`src/rtl/huffman_pkg.sv`:
```
// Shared constants and FSM state type for the Huffman decoder slice.
// Latency: n/a (declarations only).
// Backpressure: n/a.
package huffman_pkg;

    localparam int SYMBOLS_MAX  = 32;
    localparam int MAX_CODE_LEN = 16;
    localparam int HEADER_BITS  = 16;

    typedef enum logic [2:0] {
        IDLE,
        LOAD_TABLE,
        WAIT_WORD,
        DECODE,
        DONE,
        ERROR
    } state_t;

endpackage

```
`src/rtl/huffman_decoder_if.sv`:
```
// Control, table-load, stream and result signals of the Huffman decoder.
// Latency: n/a (wiring only).
// Backpressure: wordReady tells the source when a step will latch wordIn.
interface huffman_decoder_if;

    logic        clockEnable;
    logic        manualReset;
    logic        tableLoaded;
    logic [31:0] symbol;
    logic [7:0]  symbolLength;
    logic [7:0]  character;
    logic [31:0] wordIn;
    logic        wordReady;
    logic [7:0]  charOut;
    logic        charValid;
    logic        done;
    logic        error;
    logic [15:0] log;

    // Stimulus side: drives steps, table entries and stream words.
    modport master (
        output clockEnable, manualReset, tableLoaded,
        output symbol, symbolLength, character, wordIn,
        input  wordReady, charOut, charValid, done, error, log
    );

    // Decoder side.
    modport slave (
        input  clockEnable, manualReset, tableLoaded,
        input  symbol, symbolLength, character, wordIn,
        output wordReady, charOut, charValid, done, error, log
    );

endinterface

```
`src/rtl/huffman_code_table.sv`:
```
// Code table storage with a fully parallel lookup of (code, length) -> character.
// Latency: writes land on the next clock; lookup is combinational.
// Backpressure: none; writes while full are dropped and reported through full.
module huffman_code_table #(
    parameter  int SYMBOLS_MAX  = 32,
    parameter  int MAX_CODE_LEN = 16,
    localparam int IDX_W        = $clog2(SYMBOLS_MAX + 1),
    localparam int LEN_W        = $clog2(MAX_CODE_LEN + 1)
) (
    input  logic                    clock,
    input  logic                    reset,
    input  logic                    clear,
    input  logic                    wrEn,
    input  logic [MAX_CODE_LEN-1:0] wrCode,
    input  logic [7:0]              wrLen,
    input  logic [7:0]              wrChar,
    output logic                    full,
    input  logic [MAX_CODE_LEN-1:0] lookupCode,
    input  logic [LEN_W-1:0]        lookupLen,
    output logic                    hit,
    output logic [7:0]              hitChar
);

    localparam int ADDR_W = (SYMBOLS_MAX > 1) ? $clog2(SYMBOLS_MAX) : 1;

    logic [MAX_CODE_LEN-1:0] codeMem [SYMBOLS_MAX];
    logic [7:0]              lenMem  [SYMBOLS_MAX];
    logic [7:0]              charMem [SYMBOLS_MAX];
    logic [SYMBOLS_MAX-1:0]  valid;
    logic [IDX_W-1:0]        count;
    logic [ADDR_W-1:0]       wrAddr;
    logic                    doWrite;

    assign full    = (count == IDX_W'(SYMBOLS_MAX));
    assign wrAddr  = count[ADDR_W-1:0];
    assign doWrite = wrEn && !full;

    // Fill pointer and per-entry valid bits; clearing empties the table.
    always_ff @(posedge clock or negedge reset) begin
        if (!reset) begin
            count <= '0;
            valid <= '0;
        end else if (clear) begin
            count <= '0;
            valid <= '0;
        end else if (doWrite) begin
            valid[wrAddr] <= 1'b1;
            count         <= count + IDX_W'(1);
        end
    end

    // Entry payload; meaningless until the matching valid bit is set.
    always_ff @(posedge clock) begin
        if (doWrite) begin
            codeMem[wrAddr] <= wrCode;
            lenMem[wrAddr]  <= wrLen;
            charMem[wrAddr] <= wrChar;
        end
    end

    // Parallel compare against every valid entry; lowest index wins on duplicates.
    always_comb begin
        hit     = 1'b0;
        hitChar = '0;
        for (int i = 0; i < SYMBOLS_MAX; i++) begin
            if (!hit && valid[i] && lenMem[i] == 8'(lookupLen) && codeMem[i] == lookupCode) begin
                hit     = 1'b1;
                hitChar = charMem[i];
            end
        end
    end

endmodule

```
`src/rtl/huffman_decoder.sv`:
```
// Table-driven Huffman decoder: load code table, then decode a length-prefixed bit stream.
// Latency: one bit per clock in DECODE; charValid the cycle after a code's last bit.
// Backpressure: wordReady high only in WAIT_WORD; option HUFFMAN_DECODER_LOG_EN enables log.
module huffman_decoder #(
    parameter int SYMBOLS_MAX  = huffman_pkg::SYMBOLS_MAX,
    parameter int MAX_CODE_LEN = huffman_pkg::MAX_CODE_LEN
) (
    input logic              clock,
    input logic              reset,
    huffman_decoder_if.slave bus
);

    import huffman_pkg::*;

    localparam int LEN_W = $clog2(MAX_CODE_LEN + 1);

    state_t                  state;
    state_t                  nextState;
    logic                    cePrev;
    logic                    step;
    logic                    headerSeen;
    logic [15:0]             bitTotal;
    logic [15:0]             bitCount;
    logic [31:0]             shiftReg;
    logic [5:0]              bitsLeft;
    logic [MAX_CODE_LEN-1:0] acc;
    logic [LEN_W-1:0]        accLen;
    logic [MAX_CODE_LEN-1:0] candCode;
    logic [LEN_W-1:0]        candLen;
    logic                    matchHit;
    logic [7:0]              matchChar;
    logic                    tableFull;
    logic                    tableWrite;
    logic                    overflow;
    logic                    loadWord;
    logic                    shiftEn;
    logic                    emit;
    logic                    codeFault;
    logic                    errorFlag;
    logic                    unusedSymbolBits;

    // A step is a rising transition of clockEnable as sampled on clock.
    assign step = bus.clockEnable && !cePrev;

    // The accumulator as it will look once the current stream bit is shifted in.
    assign candCode = {acc[MAX_CODE_LEN-2:0], shiftReg[31]};
    assign candLen  = accLen + LEN_W'(1);

    assign unusedSymbolBits = ^bus.symbol[31:MAX_CODE_LEN];

    huffman_code_table #(
        .SYMBOLS_MAX (SYMBOLS_MAX),
        .MAX_CODE_LEN(MAX_CODE_LEN)
    ) codeTable (
        .clock     (clock),
        .reset     (reset),
        .clear     (bus.manualReset),
        .wrEn      (tableWrite),
        .wrCode    (bus.symbol[MAX_CODE_LEN-1:0]),
        .wrLen     (bus.symbolLength),
        .wrChar    (bus.character),
        .full      (tableFull),
        .lookupCode(candCode),
        .lookupLen (candLen),
        .hit       (matchHit),
        .hitChar   (matchChar)
    );

    // State register.
    always_ff @(posedge clock or negedge reset) begin
        if (!reset) begin
            state <= IDLE;
        end else if (bus.manualReset) begin
            state <= IDLE;
        end else begin
            state <= nextState;
        end
    end

    // Next-state and per-cycle control strobes.
    always_comb begin
        nextState  = state;
        tableWrite = 1'b0;
        overflow   = 1'b0;
        loadWord   = 1'b0;
        shiftEn    = 1'b0;
        emit       = 1'b0;
        codeFault  = 1'b0;
        case (state)
            IDLE: begin
                if (step) nextState = LOAD_TABLE;
            end
            LOAD_TABLE: begin
                if (step) begin
                    if (bus.tableLoaded) begin
                        nextState = WAIT_WORD;
                    end else if (bus.symbolLength != 8'd0) begin
                        if (tableFull) overflow = 1'b1;
                        else           tableWrite = 1'b1;
                    end
                end
            end
            WAIT_WORD: begin
                if (step) begin
                    loadWord = 1'b1;
                    // An empty stream finishes straight from the header word.
                    if (!headerSeen && bus.wordIn[31:16] == 16'd0) nextState = DONE;
                    else                                            nextState = DECODE;
                end
            end
            DECODE: begin
                shiftEn   = 1'b1;
                emit      = matchHit;
                codeFault = !matchHit && (candLen == LEN_W'(MAX_CODE_LEN));
                if (codeFault)                           nextState = ERROR;
                else if (bitCount + 16'd1 == bitTotal)   nextState = DONE;
                else if (bitsLeft == 6'd1)               nextState = WAIT_WORD;
            end
            default: ;
        endcase
    end

    // Stream datapath: word latch, bit shifter, code accumulator and output strobe.
    always_ff @(posedge clock or negedge reset) begin
        if (!reset) begin
            cePrev     <= 1'b0;
            headerSeen <= 1'b0;
            bitTotal   <= '0;
            bitCount   <= '0;
            shiftReg   <= '0;
            bitsLeft   <= '0;
            acc        <= '0;
            accLen     <= '0;
            bus.charOut   <= '0;
            bus.charValid <= 1'b0;
            errorFlag  <= 1'b0;
        end else if (bus.manualReset) begin
            cePrev     <= 1'b0;
            headerSeen <= 1'b0;
            bitTotal   <= '0;
            bitCount   <= '0;
            shiftReg   <= '0;
            bitsLeft   <= '0;
            acc        <= '0;
            accLen     <= '0;
            bus.charOut   <= '0;
            bus.charValid <= 1'b0;
            errorFlag  <= 1'b0;
        end else begin
            cePrev        <= bus.clockEnable;
            bus.charValid <= emit;
            if (emit) bus.charOut <= matchChar;
            if (overflow || codeFault) errorFlag <= 1'b1;
            if (loadWord) begin
                if (!headerSeen) begin
                    headerSeen <= 1'b1;
                    bitTotal   <= bus.wordIn[31:16];
                    shiftReg   <= {bus.wordIn[15:0], 16'h0000};
                    bitsLeft   <= 6'd16;
                end else begin
                    shiftReg   <= bus.wordIn;
                    bitsLeft   <= 6'd32;
                end
            end
            if (shiftEn) begin
                shiftReg <= {shiftReg[30:0], 1'b0};
                bitsLeft <= bitsLeft - 6'd1;
                bitCount <= bitCount + 16'd1;
                // Codes may straddle word boundaries, so the accumulator survives WAIT_WORD.
                if (emit) begin
                    acc    <= '0;
                    accLen <= '0;
                end else begin
                    acc    <= candCode;
                    accLen <= candLen;
                end
            end
        end
    end

    assign bus.wordReady = (state == WAIT_WORD);
    assign bus.done      = (state == DONE);
    assign bus.error     = errorFlag;

`ifdef HUFFMAN_DECODER_LOG_EN
    logic [15:0] logCount;

    // Saturating count of emitted characters, aligned with charValid.
    always_ff @(posedge clock or negedge reset) begin
        if (!reset) begin
            logCount <= '0;
        end else if (bus.manualReset) begin
            logCount <= '0;
        end else if (emit && logCount != 16'hFFFF) begin
            logCount <= logCount + 16'd1;
        end
    end

    assign bus.log = logCount;
`else
    assign bus.log = '0;
`endif

endmodule

```
`src/flat_wrapper.sv`:
```
// flat-port wrapper written by rule: the top's interface ports become plain ports
module huffman_decoder_flat import huffman_pkg::*;
#(
    parameter int SYMBOLS_MAX  = huffman_pkg::SYMBOLS_MAX,
    parameter int MAX_CODE_LEN = huffman_pkg::MAX_CODE_LEN
)
  (clock, reset, bus_clockEnable, bus_manualReset, bus_tableLoaded, bus_symbol, bus_symbolLength, bus_character, bus_wordIn, bus_wordReady, bus_charOut, bus_charValid, bus_done, bus_error, bus_log);
  huffman_decoder_if bus_i ();
  input logic clock;
  input logic reset;
  input wire logic [$bits(bus_i.clockEnable)-1:0] bus_clockEnable;
  input wire logic [$bits(bus_i.manualReset)-1:0] bus_manualReset;
  input wire logic [$bits(bus_i.tableLoaded)-1:0] bus_tableLoaded;
  input wire logic [$bits(bus_i.symbol)-1:0] bus_symbol;
  input wire logic [$bits(bus_i.symbolLength)-1:0] bus_symbolLength;
  input wire logic [$bits(bus_i.character)-1:0] bus_character;
  input wire logic [$bits(bus_i.wordIn)-1:0] bus_wordIn;
  output wire logic [$bits(bus_i.wordReady)-1:0] bus_wordReady;
  output wire logic [$bits(bus_i.charOut)-1:0] bus_charOut;
  output wire logic [$bits(bus_i.charValid)-1:0] bus_charValid;
  output wire logic [$bits(bus_i.done)-1:0] bus_done;
  output wire logic [$bits(bus_i.error)-1:0] bus_error;
  output wire logic [$bits(bus_i.log)-1:0] bus_log;
  assign bus_i.clockEnable = bus_clockEnable;
  assign bus_i.manualReset = bus_manualReset;
  assign bus_i.tableLoaded = bus_tableLoaded;
  assign bus_i.symbol = bus_symbol;
  assign bus_i.symbolLength = bus_symbolLength;
  assign bus_i.character = bus_character;
  assign bus_i.wordIn = bus_wordIn;
  assign bus_wordReady = bus_i.wordReady;
  assign bus_charOut = bus_i.charOut;
  assign bus_charValid = bus_i.charValid;
  assign bus_done = bus_i.done;
  assign bus_error = bus_i.error;
  assign bus_log = bus_i.log;
  huffman_decoder #(.SYMBOLS_MAX(SYMBOLS_MAX), .MAX_CODE_LEN(MAX_CODE_LEN)) u_core (.clock(clock), .reset(reset), .bus(bus_i));
endmodule
```
`config.mk`:
```
export PLATFORM = sky130hd
export DESIGN_NAME = huffman_decoder_flat
export DESIGN_NICKNAME = d
export VERILOG_FILES = /design/src/rtl/huffman_pkg.sv /design/src/rtl/huffman_decoder_if.sv /design/src/rtl/huffman_code_table.sv /design/src/rtl/huffman_decoder.sv /design/src/flat_wrapper.sv
export SDC_FILE = /design/constraint.sdc
export NUM_CORES = 2
export LEC_CHECK = 0
export ABC_CLOCK_PERIOD_IN_PS = 7730
export CORE_MARGIN = 4
export CORE_UTILIZATION = 31
export CTS_BUF_LIST = sky130_fd_sc_hd__clkbuf_8
export DETAILED_ROUTE_END_ITERATION = 10
export SLEW_MARGIN = 10
export SYNTH_ARGS = -nofsm -noshare
export SYNTH_HDL_FRONTEND = slang
export SYNTH_SLANG_ARGS = --single-unit
```
`constraint.sdc`:
```
create_clock -name clock -period 7.73 [get_ports clock]
set_clock_uncertainty 0.05 [all_clocks]
set_input_delay 1.1595 -clock clock [delete_from_list [all_inputs] [get_ports clock]]
set_output_delay 1.1595 -clock clock [all_outputs]
set_load 0.01 [all_outputs]
```
==> flow_summary.json <==
{
  "run_status": "finished clean",
  "cts.path.max_buffers": 3,
  "boundaryPins": 113,
  "final_common_cell": "edfxtp_1",
  "area_delta_synth_final_pct": 13.7,
  "first_pass_iters": 6,
  "p_sw_w": 0.00322,
  "grt_pass1_vias": 32335,
  "layout-drive-gt1-share": 0.133,
  "critPathLaunchType": "flip-flop",
  "setup_violations": 0,
  "synth_top_area_frac": 0.588,
  "filler_cell_count": 16243,
  "ys_ff_latch": 1167,
  "reg2reg_to": "u_core.bus.charOut[4]$_DFFE_PN0P_",
  "crit_start": "u_core.accLen[0]$_DFFE_PN0P_",
  "num_rows": 150,
  "cts_root_buffer": "clkbuf_8",
  "r2r_slack_ps": 1370,
  "place_hpwl_mm": 92.2,
  "hold_viol_final": 0,
  "critPathRequiredTime_ps": 8480,
  "p_leak_nw": 20.2,
  "seqPwrFrac": 0.539,
  "synth_area_leaders": "edfxtp_1 (59%), dfrtp_1 (6.8%), xor2_1 (5.7%)",
  "fin_ws_ps": 1370,
  "grt_max_degree": 78,
  "overflow": 0,
  "yosys.cell_types.count": 95,
  "htree_levels": 4,
  "grt_pass1_wl_mm": 227,
  "utilization": 0.355,
  "yosysSeqAreaShare": 0.656,
  "drc": 0,
  "first_iter_violations": 3583,
  "fin_tns_setup_ps": 0,
  "synth_top_cell_by_area": "edfxtp_1",
  "nNetsFinal": 4009,
  "ir_drop_mv": 0.184,
  "min_path_type": "in -> async",
  "crit_arrival_ps": 7110,
  "layout_min_cycle_time_ps": 6360,
  "wire_per_inst_um": 25.4,
  "reg2regPathDepth": 14,
  "antenna_found_initial": 10,
  "async_flop_share": 0.123,
  "clk_pin_slew_worst_paths_ps": 70,
  "ctsHoldBuffers": 0,
  "cts_sinks": 1167,
  "comb_power_share": 0.064,
  "max_slew_margin": 0.197,
  "gp_congestion": 0.844,
  "drv_slew": 0,
  "avgSynthCellArea_sq_um": 14.1,
  "endpoint_kind": "flip-flop",
  "start_util": 0.312,
  "internal_power_w": 0.00975,
  "period_share": 0.823,
  "synth_edf_count": 1024,
  "detail_route.vias_per_cell": 5.29,
  "cts_setup_buffers": 0,
  "cts-buffers-inserted": 188,
  "switching_share": 0.248,
  "rsz0062_at_grt": "false",
  "core_area_sq_um": 167000,
  "dieArea_sq_um": 175000,
  "max_freq_mhz": 157,
  "crit_path_max_fanout": 19,
  "num_vias": 33177,
  "wl_mm": 159,
  "dieWidth_um": 419,
  "cts_resized": 0,
  "synthFlopType": "edfxtp_1",
  "track_usage": 0.178,
  "placed_area_sq_um": 55900,
  "drv_cap": 0,
  "final_cell_mix": "edfxtp_1 (1024), xor2_1 (339), xnor2_1 (330)",
  "fin_area_sq_um": 59500,
  "syn_area_sq_um": 52300,
  "ys_warn_count": 0,
  "crit_end": "u_core.bus.charOut[4]$_DFFE_PN0P_",
  "io_buffers": 80,
  "cts_tree": "yes",
  "clock_latency_ps": 910,
  "timing.rr.start": "u_core.accLen[0]$_DFFE_PN0P_",
  "synthCells": 3702,
  "die_h_um": 419,
  "ant_nets": 0,
  "place_ws_ps": 1480,
  "p_per_area_nw_per_um2": 218,
  "p_clk_frac": 0.397,
  "crit_type": "reg -> reg",
  "p_total_w": 0.0130,
  "worst_slew_pin_slew_ps": 1200
}
==> power groups by stage <==
stage / Combinational [W] / Clock (W) / Sequential (W)
after CTS: 0.000834 / 0.00525 / 0.00699
after global routing: 0.000894 / 0.00557 / 0.00700
final: 0.000832 / 0.00515 / 0.00700
after detailed placement: 0.000831 / 0 / 0.00712
after global placement: 0.000820 / 0 / 0.00712
after floorplan: 0.000476 / 0 / 0.00709
==> area by class of cell <==
class	count	area, sq um	area share
Antenna cell	3	7.51	0.000126
Clock buffer	213	2930	0.0493
Clock inverter	132	674	0.0113
Inverter	30	113	0.00189
Multi-Input combinational cell	2341	17100	0.287
Sequential cell	1167	34400	0.578
Tap cell	2204	2760	0.0464
Timing Repair Buffer	187	1550	0.0260
==> stage by stage <==
step                      cells  hold WS, ps
final                      6277          222
after global routing       6277          191
after CTS                  6274          131
after detailed placement   5929          416
after global placement     5929          409
after floorplan            3717          388
==> cell families after synthesis <==
kind of cell             Yosys count  synth area share
other                              1         0.0000717
AO/OA/AOI/OAI                    353            0.0487
flip-flops                      1167             0.656
AND/OR/NAND/NOR                 1208             0.129
adder cells (fa/ha/maj)            9           0.00215
multiplexers                      37           0.00732
buffers and inverters            209            0.0240
XOR/XNOR                         718             0.132
==> metal layers <==
| metal | share of wire | GRT usage | up-vias | routed length (um) |
|---|---|---|---|---|
| met4 | 0.023 | 0.0521 | 2 | 3690 |
| met2 | 0.47 | 0.285 | 1600 | 74400 |
| met3 | 0.084 | 0.0310 | 256 | 13400 |
| met1 | 0.43 | 0.248 | 16885 | 67700 |
| li1 | - | - | 14434 | - |
| met5 | 0.000082 | 0 | - | 13 |
==> synth_stat cells (15+ instances only) <==
| library cell | n |
|---|---|
| inv_1 | 30 |
| nor2b_1 | 21 |
| a311oi_1 | 16 |
| nand2b_1 | 16 |
| xnor2_1 | 331 |
| a21oi_1 | 76 |
| and2_1 | 15 |
| nand2_1 | 262 |
| o211ai_1 | 24 |
| and3_1 | 26 |
| nand3_1 | 80 |
| edfxtp_1 | 1024 |
| o21ai_0 | 50 |
| nor2_1 | 198 |
| nor3_1 | 75 |
| nor4_1 | 158 |
| clkbuf_1 | 62 |
| nand4_1 | 145 |
| buf_6 | 24 |
| mux2i_1 | 27 |
| buf_2 | 24 |
| dfrtp_1 | 143 |
| nor4b_1 | 41 |
| buf_4 | 62 |
| or3b_2 | 36 |
| a22oi_1 | 30 |
| nand3b_1 | 19 |
| a22o_1 | 29 |
| xnor3_1 | 44 |
| xor2_1 | 339 |
==> state kept, by name (all words and copies together) (netlist names) <==
| register | count |
|---|---|
| u_core.codeTable.charMem | 256 |
| u_core.state | 3 |
| u_core.accLen | 5 |
| u_core.bus.charOut | 8 |
| u_core.codeTable.lenMem | 256 |
| u_core.bitCount | 16 |
| u_core.cePrev | 1 |
| u_core.headerSeen | 1 |
| u_core.shiftReg | 32 |
| u_core.bus.charValid | 1 |
| u_core.bitsLeft | 6 |
| u_core.bus.error | 1 |
| u_core.codeTable.count | 6 |
| u_core.bitTotal | 16 |
| u_core.codeTable.valid | 32 |
| u_core.acc | 15 |
| u_core.codeTable.codeMem | 512 |
==> how the worst min path moves through the flow <==
stage | from | to | depth (start not counted)
floorplan | u_core.codeTable.charMem[31][2]$_DFFE_PP_ | u_core.bus.charOut[2]$_DFFE_PN0P_ | 2
global placement | u_core.codeTable.charMem[31][7]$_DFFE_PP_ | u_core.bus.charOut[7]$_DFFE_PN0P_ | 2
detailed placement | u_core.codeTable.charMem[31][6]$_DFFE_PP_ | u_core.bus.charOut[6]$_DFFE_PN0P_ | 2
CTS | reset | u_core.codeTable.valid[0]$_DFFE_PN0P_ | 1
global route | reset | u_core.codeTable.valid[2]$_DFFE_PN0P_ | 1
finish | reset | u_core.codeTable.valid[2]$_DFFE_PN0P_ | 1
==> worst max-delay path, cell delays in order, from the launching register on <==
cell and delay (ps):
dfrtp_2 560, buf_4 480, and3_2 800, buf_4 450
xnor3_1 270, nand2_1 80, or4_1 380, nor4b_2 470
nand4bb_1 270, or4_1 780, nor3_2 690, and4_1 570
a22o_1 230, a31oi_1 50, nand3_1 100
Power figures use the tool's default switching activity.
